File: config.mk
export PLATFORM = sky130hd
export DESIGN_NAME = l1_inv_queue
export DESIGN_NICKNAME = d
export VERILOG_FILES = /design/src/rtl/l1_inv_queue.sv
export SDC_FILE = /design/constraint.sdc
export NUM_CORES = 1
export LEC_CHECK = 0
export ABC_CLOCK_PERIOD_IN_PS = 5750
export CELL_PAD_IN_SITES_DETAIL_PLACEMENT = 0
export CELL_PAD_IN_SITES_GLOBAL_PLACEMENT = 2
export CORE_MARGIN = 4
export CORE_UTILIZATION = 30
export DETAILED_ROUTE_END_ITERATION = 10
export GPL_TIMING_DRIVEN = 0
export PLACE_DENSITY_LB_ADDON = 0.1
export SYNTH_ARGS = -nofsm -noshare
export SYNTH_HDL_FRONTEND = slang
export SYNTH_SLANG_ARGS = --single-unit
File: constraint.sdc
create_clock -name clk -period 5.75 [get_ports clk]
set_input_delay 1.15 -clock clk [delete_from_list [all_inputs] [get_ports clk]]
set_output_delay 1.15 -clock clk [all_outputs]
set_load 0.02 [all_outputs]
File: src/rtl/l1_inv_queue.sv
// l1_inv_queue
//   Buffers cache-line invalidations from an upstream agent and replays them
//   one at a time to the L1 tag array. Offers hitting a line already queued
//   (and not yet handed to the tags) are merged instead of stored twice. A
//   maintenance clear is forwarded to the tags only when no invalidation is
//   pending.
//
// Ports
//   clk            rising-edge clock
//   rst            asynchronous, active-high reset
//   i_inv_valid    upstream offers an invalidation this cycle
//   i_inv_adr      byte address of the line to invalidate
//   o_inv_stall    queue full; the current offer is not taken
//   o_tag_inv_req  invalidation request to the tags (head entry)
//   o_tag_inv_adr  address of the head entry
//   i_tag_inv_ack  tags finished the invalidation (1-cycle pulse)
//   i_clr_req      maintenance clear request, level, held until o_clr_ack
//   o_clr_ack      clear complete (1-cycle pulse)
//   o_tag_clr_req  clear request to the tags
//   i_tag_clr_ack  tags finished the clear (1-cycle pulse)
//   o_empty        no queued entries
//   o_coalesced    1-cycle pulse: last accepted offer merged into an entry

module l1_inv_queue #(
    parameter int DEPTH_LOG2 = 2
) (
    input  logic        clk,
    input  logic        rst,
    input  logic        i_inv_valid,
    input  logic [31:0] i_inv_adr,
    output logic        o_inv_stall,
    output logic        o_tag_inv_req,
    output logic [31:0] o_tag_inv_adr,
    input  logic        i_tag_inv_ack,
    input  logic        i_clr_req,
    output logic        o_clr_ack,
    output logic        o_tag_clr_req,
    input  logic        i_tag_clr_ack,
    output logic        o_empty,
    output logic        o_coalesced
);

    localparam int DEPTH = 1 << DEPTH_LOG2;
    localparam logic [DEPTH_LOG2:0] FULL_COUNT = (DEPTH_LOG2 + 1)'(DEPTH);

    typedef enum logic [2:0] {
        IDLE      = 3'b001,
        INV_ISSUE = 3'b010,
        CLR_ISSUE = 3'b100
    } state_e;

    state_e                state_q;
    state_e                state_d;
    logic [31:0]           mem [DEPTH];
    logic [DEPTH_LOG2-1:0] wr_ptr_q;
    logic [DEPTH_LOG2-1:0] rd_ptr_q;
    logic [DEPTH_LOG2:0]   count_q;
    logic                  coalesced_q;

    logic [DEPTH_LOG2-1:0] rel_pos [DEPTH];
    logic [DEPTH-1:0]      hit;
    logic                  accept;
    logic                  match;
    logic                  push;
    logic                  pop;

    // ------------------------------------------------------------------
    // Coalescing lookup
    // ------------------------------------------------------------------
    // A slot holds a live entry when its distance from the head is below
    // count. The head is left out while it is being issued: the tags may
    // already have sampled it, so a new offer for that line must be kept.
    always_comb begin
        hit = '0;
        for (int i = 0; i < DEPTH; i++) begin
            rel_pos[i] = DEPTH_LOG2'(i) - rd_ptr_q;
            if (({1'b0, rel_pos[i]} < count_q)
                && !((rel_pos[i] == '0) && (state_q == INV_ISSUE))
                && (mem[i][31:5] == i_inv_adr[31:5])) begin
                hit[i] = 1'b1;
            end
        end
    end

    assign match  = |hit;
    assign accept = i_inv_valid & ~o_inv_stall;
    assign push   = accept & ~match;
    assign pop    = (state_q == INV_ISSUE) & i_tag_inv_ack;

    // ------------------------------------------------------------------
    // Pointers, occupancy and merge pulse
    // ------------------------------------------------------------------
    // NOTE: sequential state uses non-blocking assignments so every register
    // samples the pre-edge values, independent of statement order.
    always_ff @(posedge clk or posedge rst) begin
        if (rst) begin
            wr_ptr_q    <= '0;
            rd_ptr_q    <= '0;
            count_q     <= '0;
            coalesced_q <= 1'b0;
        end else begin
            if (push) begin
                wr_ptr_q <= wr_ptr_q + 1'b1;
            end
            if (pop) begin
                rd_ptr_q <= rd_ptr_q + 1'b1;
            end
            // Push and pop in the same cycle cancel out in the count.
            case ({push, pop})
                2'b10:   count_q <= count_q + 1'b1;
                2'b01:   count_q <= count_q - 1'b1;
                default: count_q <= count_q;
            endcase
            coalesced_q <= accept & match;
        end
    end

    // NOTE: the entry storage has no reset; the count qualifies every read,
    // so stale contents are never observed and the array can map to RAM.
    always_ff @(posedge clk) begin
        if (push) begin
            mem[wr_ptr_q] <= i_inv_adr;
        end
    end

    // ------------------------------------------------------------------
    // Issue FSM
    // ------------------------------------------------------------------
    always_ff @(posedge clk or posedge rst) begin
        if (rst) begin
            state_q <= IDLE;
        end else begin
            state_q <= state_d;
        end
    end

    // Every request state returns to IDLE on its ack, which guarantees at
    // least one low cycle on the request lines between transactions.
    // NOTE: state_d gets a default before the case so no path can infer a latch.
    always_comb begin
        state_d = state_q;
        case (state_q)
            IDLE: begin
                if (count_q != '0) begin
                    state_d = INV_ISSUE;
                end else if (i_clr_req) begin
                    state_d = CLR_ISSUE;
                end
            end
            INV_ISSUE: begin
                if (i_tag_inv_ack) begin
                    state_d = IDLE;
                end
            end
            CLR_ISSUE: begin
                if (i_tag_clr_ack) begin
                    state_d = IDLE;
                end
            end
            default: state_d = IDLE;
        endcase
    end

    always_comb begin
        o_tag_inv_req = (state_q == INV_ISSUE);
        o_tag_clr_req = (state_q == CLR_ISSUE);
        o_clr_ack     = (state_q == CLR_ISSUE) & i_tag_clr_ack;
    end

    // The head only advances on an ack, so the address is stable while the
    // request is high.
    assign o_tag_inv_adr = mem[rd_ptr_q];
    assign o_inv_stall   = (count_q == FULL_COUNT);
    assign o_empty       = (count_q == '0);
    assign o_coalesced   = coalesced_q;

endmodule

* After elaboration in Yosys (flattened, before gate mapping) *
Memory sizes are Yosys's and may differ from the RTL's.
Cells that the tools add are included.

operators by class
  add/subtract/negate cells = 8
  $lt $le $gt $ge = 4
  equal/unequal tests = 13
  muxes and demuxes = 12
  bitwise operators = 7
  reduce and logical (&&, ||, !) cells = 25

operator list
  operator                                          count
  == test 27 bit                                    4
  logical AND 1 bit                                 12
  < comparator 2 x 3 -> 1 bit                       4
  two-way mux 3 bit                                 4
  case mux 3 bit (3 select lines)                   1
  logical NOT 2 bit                                 4
  == test 3 bit, second input constant              2
  two-way mux 1 bit                                 6
  case mux 3 bit (2 select lines)                   1
  bitwise AND 1 bit                                 5
  adder 2 x 1 -> 2 bit, second input constant       2
  logical NOT 1 bit                                 4
  != test 2 x 1 -> 1 bit, second input constant     2
  OR reduction 4 bit                                1
  subtractor 1 x 2 -> 2 bit, first input constant   2
  subtractor 2 bit, first input constant            2
  adder 3 x 1 -> 3 bit, second input constant       1
  == test 3 x 1 -> 1 bit, second input constant     1
  == test 3 x 2 -> 1 bit, second input constant     1
  logical NOT 3 bit                                 1
  != test 3 bit, second input constant              1
  AND reduction 3 bit                               1
  nonzero test 3 bit                                1
  subtractor 3 x 1 -> 3 bit, second input constant  1
  other kinds (4)                                   5

storage, ports and cells
  register bits = 11
  RAM bits = 128
  word-level logic and storage cells = 75
  memories = 1

memories
  name  words  bits a word  rd ports  clocked after Yosys merged registers in  wr ports  line  source
  mem   4      32           5         0                                        1         54    logic [31:0] mem [DEPTH];

* Depth between registers and ports, before layout *
  depth in word-level cells = 12
  gate-level depth with buffers = 17

* Worst setup path after synthesis *
No wires, ideal clock.

  path kind = register to register
  start = register rd_ptr_q[1]
  end = register count_q[2]
  arrival time = 3.453 ns
  required time = 5.670 ns
  slack = 2.217 ns
  cell stages (with the launch flop) = 18
  path buffers = 2
  period minus slack after synthesis = 3.533 ns
  path through = dfrtp_1 > clkbuf_1 > clkbuf_1 > inv_1 > ha_1 > inv_1 > ha_1 > a32oi_1 > nand4_2 > nor4_4 > nor4_4 > inv_1 > ha_1 > inv_1 > fa_1 > xor2_1 > nor2_1 > xnor2_1

between the ends
  longest elaborated chain between the ends = 12
  elaborated cells on any way between the ends = 39

RTL lines
  item                                                                                 line  source
  start: declaration                                                                   56    logic [DEPTH_LOG2-1:0] rd_ptr_q;
  start signal: assignment                                                             106   rd_ptr_q <= rd_ptr_q + 1'b1;
  parallel branches: the longest is 7 deep, another holds < comparator 2 x 3 -> 1 bit  -
  OR reduction 4 bit (*)                                                               85    assign match = |hit;
  NOT 1 bit (*)                                                                        87    assign push = accept & ~match;
  bitwise AND 1 bit (*)                                                                87
  == test 2 x 1 -> 1 bit or == test 2 bit (tied branches)                              109   case ({push, pop})
  case mux 3 bit (2 select lines) or nonzero test 2 bit (tied branches)                -
  end signal: assignment                                                               110   2'b10: count_q <= count_q + 1'b1;
  end signal: assignment                                                               111   2'b01: count_q <= count_q - 1'b1;
  end signal: assignment                                                               112   default: count_q <= count_q;
  end: declaration                                                                     57    logic [DEPTH_LOG2:0] count_q;

Mark *: on every way between the ends.
A chain may end at the register's enable or synchronous reset.

* Final worst setup path *
  start = register rd_ptr_q[1]
  end = memory mem[1][31], enable pin

between the ends
  longest elaborated chain between the ends = 12
  elaborated cells on any way between the ends = 37

RTL lines
  item                                                                                 line  source
  parallel branches: the longest is 7 deep, another holds < comparator 2 x 3 -> 1 bit  -
  OR reduction 4 bit (*)                                                               85
  NOT 1 bit (*)                                                                        87
  bitwise AND 1 bit (*)                                                                87
  two-way mux 1 bit (*)                                                                121   if (push) begin
  two-way mux 1 bit (implied by the code) (*)                                          122   mem[wr_ptr_q] <= i_inv_adr;
  end: declaration                                                                     54

Marked as above.

==> impl_metrics.json <==
{
  "grt_pass1_vias": 3956,
  "fillerInstances": 2083,
  "skew_ns": 0.00974,
  "clock_sinks": 139,
  "synth_fp_nets": 449,
  "ys_ff_latch": 139,
  "grt_remaining_overflow": 0,
  "yosys_warnings": 0,
  "irDropWorstVdd_v": 0.000239,
  "cp_cell_sequence": "clkbuf_1 -> clkbuf_1 -> inv_1 -> ha_1 -> inv_1 -> ha_1 -> a32oi_1 -> nand4_2 -> nor4_4 -> nor4_4 -> and2_2",
  "synth_edf_count": 128,
  "crit_type": "flop to flop",
  "drtIter0Drc": 152,
  "slowest_delay_ns": 0.90,
  "ys.flop_type": "edfxtp_1",
  "antenna_cells": 0,
  "nNetsFinal": 543,
  "rsz0062_at_grt": "false",
  "slew_viol_final": 0,
  "die_y_um": 158,
  "ctsLongestPathBuffers": 2,
  "start_kind": "flop",
  "arrival_ns": 4.48,
  "pwr-share-clk_pct": 26.9,
  "p_leak_nw": 2.86,
  "fin_tns_setup_ns": 0,
  "yosysSeqAreaShare_pct": 61.2,
  "rows": 54,
  "switchingPower_mw": 1.44,
  "stdcell_area_mm2": 0.00843,
  "wire_per_inst_um": 22.5,
  "multi_input_area_mm2": 0.00252,
  "layout-drive-gt1-share_pct": 17.5,
  "drt-total-wl_mm": 17.6,
  "cts.clk_slew.worst_paths_ns": 0.06,
  "rrSetupSlack_ns": 1.30,
  "crit_slowest_cell": "and2_2",
  "layout_min_cycle_time_ns": 4.45,
  "register_area_mm2": 0.00412,
  "status": "finished clean",
  "synthToLayoutAreaGrowth_pct": 25.2,
  "ys_async_sr_fraction_pct": 7.91,
  "cp-end-kind": "flop",
  "dr.pass1.iters": 4,
  "portBuffers": 75,
  "fin_hold_ws_ns": 0.569,
  "final_core_util_pct": 38.4,
  "syn_area_mm2": 0.00673,
  "powerDensity_mw_per_mm2": 495,
  "yosysUniqueCellTypes": 38,
  "cts_resized": 0,
  "p_int_mw": 2.74,
  "vias": 3756,
  "cts_tree": "yes",
  "cts_hold_buf": 0,
  "antenna_found_initial": 0,
  "place_congestion": 0.761,
  "hpwl_mm": 12.0,
  "grt.total_usage_pct": 14.6,
  "max_freq_mhz": 225,
  "syn_avg_cell_area_um2": 17.0,
  "placeableCoreArea_mm2": 0.0220,
  "grt_pass1_wl_mm": 25.9,
  "hold_class": "flop to flop",
  "post_cts_buffers": 0,
  "clock-root-buffer": "clkbuf_16",
  "synthTopCellsByArea": "edfxtp_1, xor2_1, mux4_2",
  "cp_top_family": "simple AND/OR/NAND/NOR gates",
  "combPwrFrac_pct": 37.8,
  "dieArea_mm2": 0.0249,
  "gr-usage-met2_pct": 23.3,
  "max_slew_margin_pct": 30.0,
  "initial_utilization_pct": 30.7,
  "switching_share_pct": 34.5,
  "htree_levels": 4,
  "drc_errors": 0,
  "placed_area_mm2": 0.00783,
  "synth_top_area_share_pct": 57.1,
  "grt_max_degree": 33,
  "via_per_inst": 4.80,
  "synth.largest_area_cell": "edfxtp_1",
  "pwr-share-seq_pct": 35.4,
  "setup_violations": 0,
  "drv_cap": 0,
  "clk_latency_ns": 0.42,
  "met1_usage_pct": 20.4,
  "min_period_over_period_pct": 77.3,
  "cp_max_fo": 32,
  "syn_inst": 397,
  "crit_buf_inv": 4,
  "numCtsBuffers": 17,
  "tightest_slew_ns": 1.05,
  "ant_nets": 0,
  "worstPathRequired_ns": 5.78,
  "pin_count": 76,
  "met3_usage_pct": 3.42,
  "die_x_um": 158,
  "top_usage_layer": "met2",
  "finalHoldViolCount": 0
}
-- Yosys cell counts, types with 2 or more instances --
master and n:
nor4_1 15, xor2_1 89, o31ai_1 2, nor3_1 2, nand4_1 10, edfxtp_1 128
nor2_1 4, nand2_1 3, nor4_2 4, dfrtp_1 10, nor4_4 5, xnor2_1 24
a2111oi_0 2, nor3b_1 4, clkbuf_1 4, nand4_2 2, ha_1 13, mux4_2 32
and2_2 4, a32oi_1 2, a21oi_1 5, buf_2 4, inv_1 14
-- worst paths after layout --
check,from,end,cells after the start
hold reg to reg,state_q[1],state_q[2],1
hold / removal,state_q[1],state_q[2],1
setup / recovery,rd_ptr_q[1],mem[1][31],11
min in group asynchronous,rst,wr_ptr_q[1],2
setup reg to reg,rd_ptr_q[1],mem[1][31],11
max in group asynchronous,rst,state_q[0],2
-- worst register-to-register path, cell delays in order (launching register included) --
cell,delay (ns)
dfrtp_1,0.42
clkbuf_1,0.34
clkbuf_1,0.68
inv_1,0.20
ha_1,0.35
inv_1,0.06
ha_1,0.26
a32oi_1,0.10
nand4_2,0.14
nor4_4,0.08
nor4_4,0.47
and2_2,0.90
-- cell usage in the layout (no fill, tap or decap), types with 2 or more instances in the layout --
| cell type | netlist | final |
|---|---|---|
| mux4_2 | 32 | 32 |
| clkbuf_1 | 4 | 5 |
| dfrtp_1 | 10 | 10 |
| buf_2 | 4 | 4 |
| nor2_1 | 4 | 4 |
| clkdlybuf4s50_1 | 0 | 75 |
| a2111oi_0 | 2 | 2 |
| inv_1 | 14 | 14 |
| nor3b_1 | 4 | 4 |
| clkbuf_16 | 0 | 17 |
| a32oi_1 | 2 | 2 |
| bufinv_16 | 0 | 3 |
| nand4_2 | 2 | 2 |
| ha_1 | 13 | 13 |
| xnor2_1 | 24 | 24 |
| clkinv_4 | 0 | 2 |
| nand4_1 | 10 | 10 |
| o31ai_1 | 2 | 2 |
| and2_2 | 4 | 4 |
| clkinvlp_4 | 0 | 4 |
| edfxtp_1 | 128 | 128 |
| a21oi_1 | 5 | 5 |
| inv_6 | 0 | 3 |
| xor2_1 | 89 | 89 |
| nand2_1 | 3 | 3 |
| nor3_1 | 2 | 2 |
| nor4_1 | 15 | 15 |
| nor4_4 | 5 | 5 |
| nor4_2 | 4 | 4 |
-- layer usage --
layer | share of wire, % | vias to the layer above | routed length (um)
li1 | - | 1721 | -
met2 | 48 | 80 | 8410
met1 | 47 | 1944 | 8310
met3 | 4.2 | 11 | 748
met5 | 0 | - | 0
met4 | 0.77 | 0 | 136
-- metrics by stage --
stage | setup slack (ns) | instances | power (mW)
2_1_floorplan | 2.22 | 397 | 2.43
3_3_place_gp | 1.09 | 752 | 3.12
3_5_place_dp | 1.10 | 752 | 3.11
4_1_cts | 1.15 | 783 | 4.26
5_1_grt | 1.00 | 783 | 4.40
6_report | 1.30 | 783 | 4.17
-- sequential cells by signal (all words and copies together), names as in the netlist --
name         flops
count_q          3
wr_ptr_q         2
state_q          3
mem            128
rd_ptr_q         2
o_coalesced      1
-- layout make-up --
| type | instances | share of cell area (%) |
|---|---|---|
| well taps | 280 | 4.16 |
| inverters | 14 | 0.623 |
| repair buffers | 75 | 8.90 |
| clock inverters | 13 | 2.00 |
| flip-flops and latches | 139 | 48.9 |
| multi-input cells | 235 | 29.9 |
| plain buffers | 9 | 0.475 |
| clock buffers | 18 | 5.09 |
-- power groups by stage --
stage / Combinational (mW) / Clock [mW] / Sequential [mW]
2_1_floorplan: 0.968 / 0 / 1.46
3_3_place_gp: 1.62 / 0 / 1.49
3_5_place_dp: 1.61 / 0 / 1.50
4_1_cts: 1.63 / 1.15 / 1.48
5_1_grt: 1.71 / 1.19 / 1.50
6_report: 1.58 / 1.12 / 1.48
-- cell families (layout without fill, tap and decap cells) --
kind of cell / count (synthesis) / after routing / synth area share [%]
AOI/OAI and AO/OA: 15 / 15 / 1.67
xor gates and xnor gates: 113 / 113 / 14.7
adders and majority gates: 14 / 14 / 2.71
buffers and inverters: 23 / 129 / 1.38
DFF: 139 / 139 / 61.2
muxes: 34 / 34 / 11.1
and+or+nand+nor: 59 / 59 / 7.25
(Power assumes the default switching activity.)
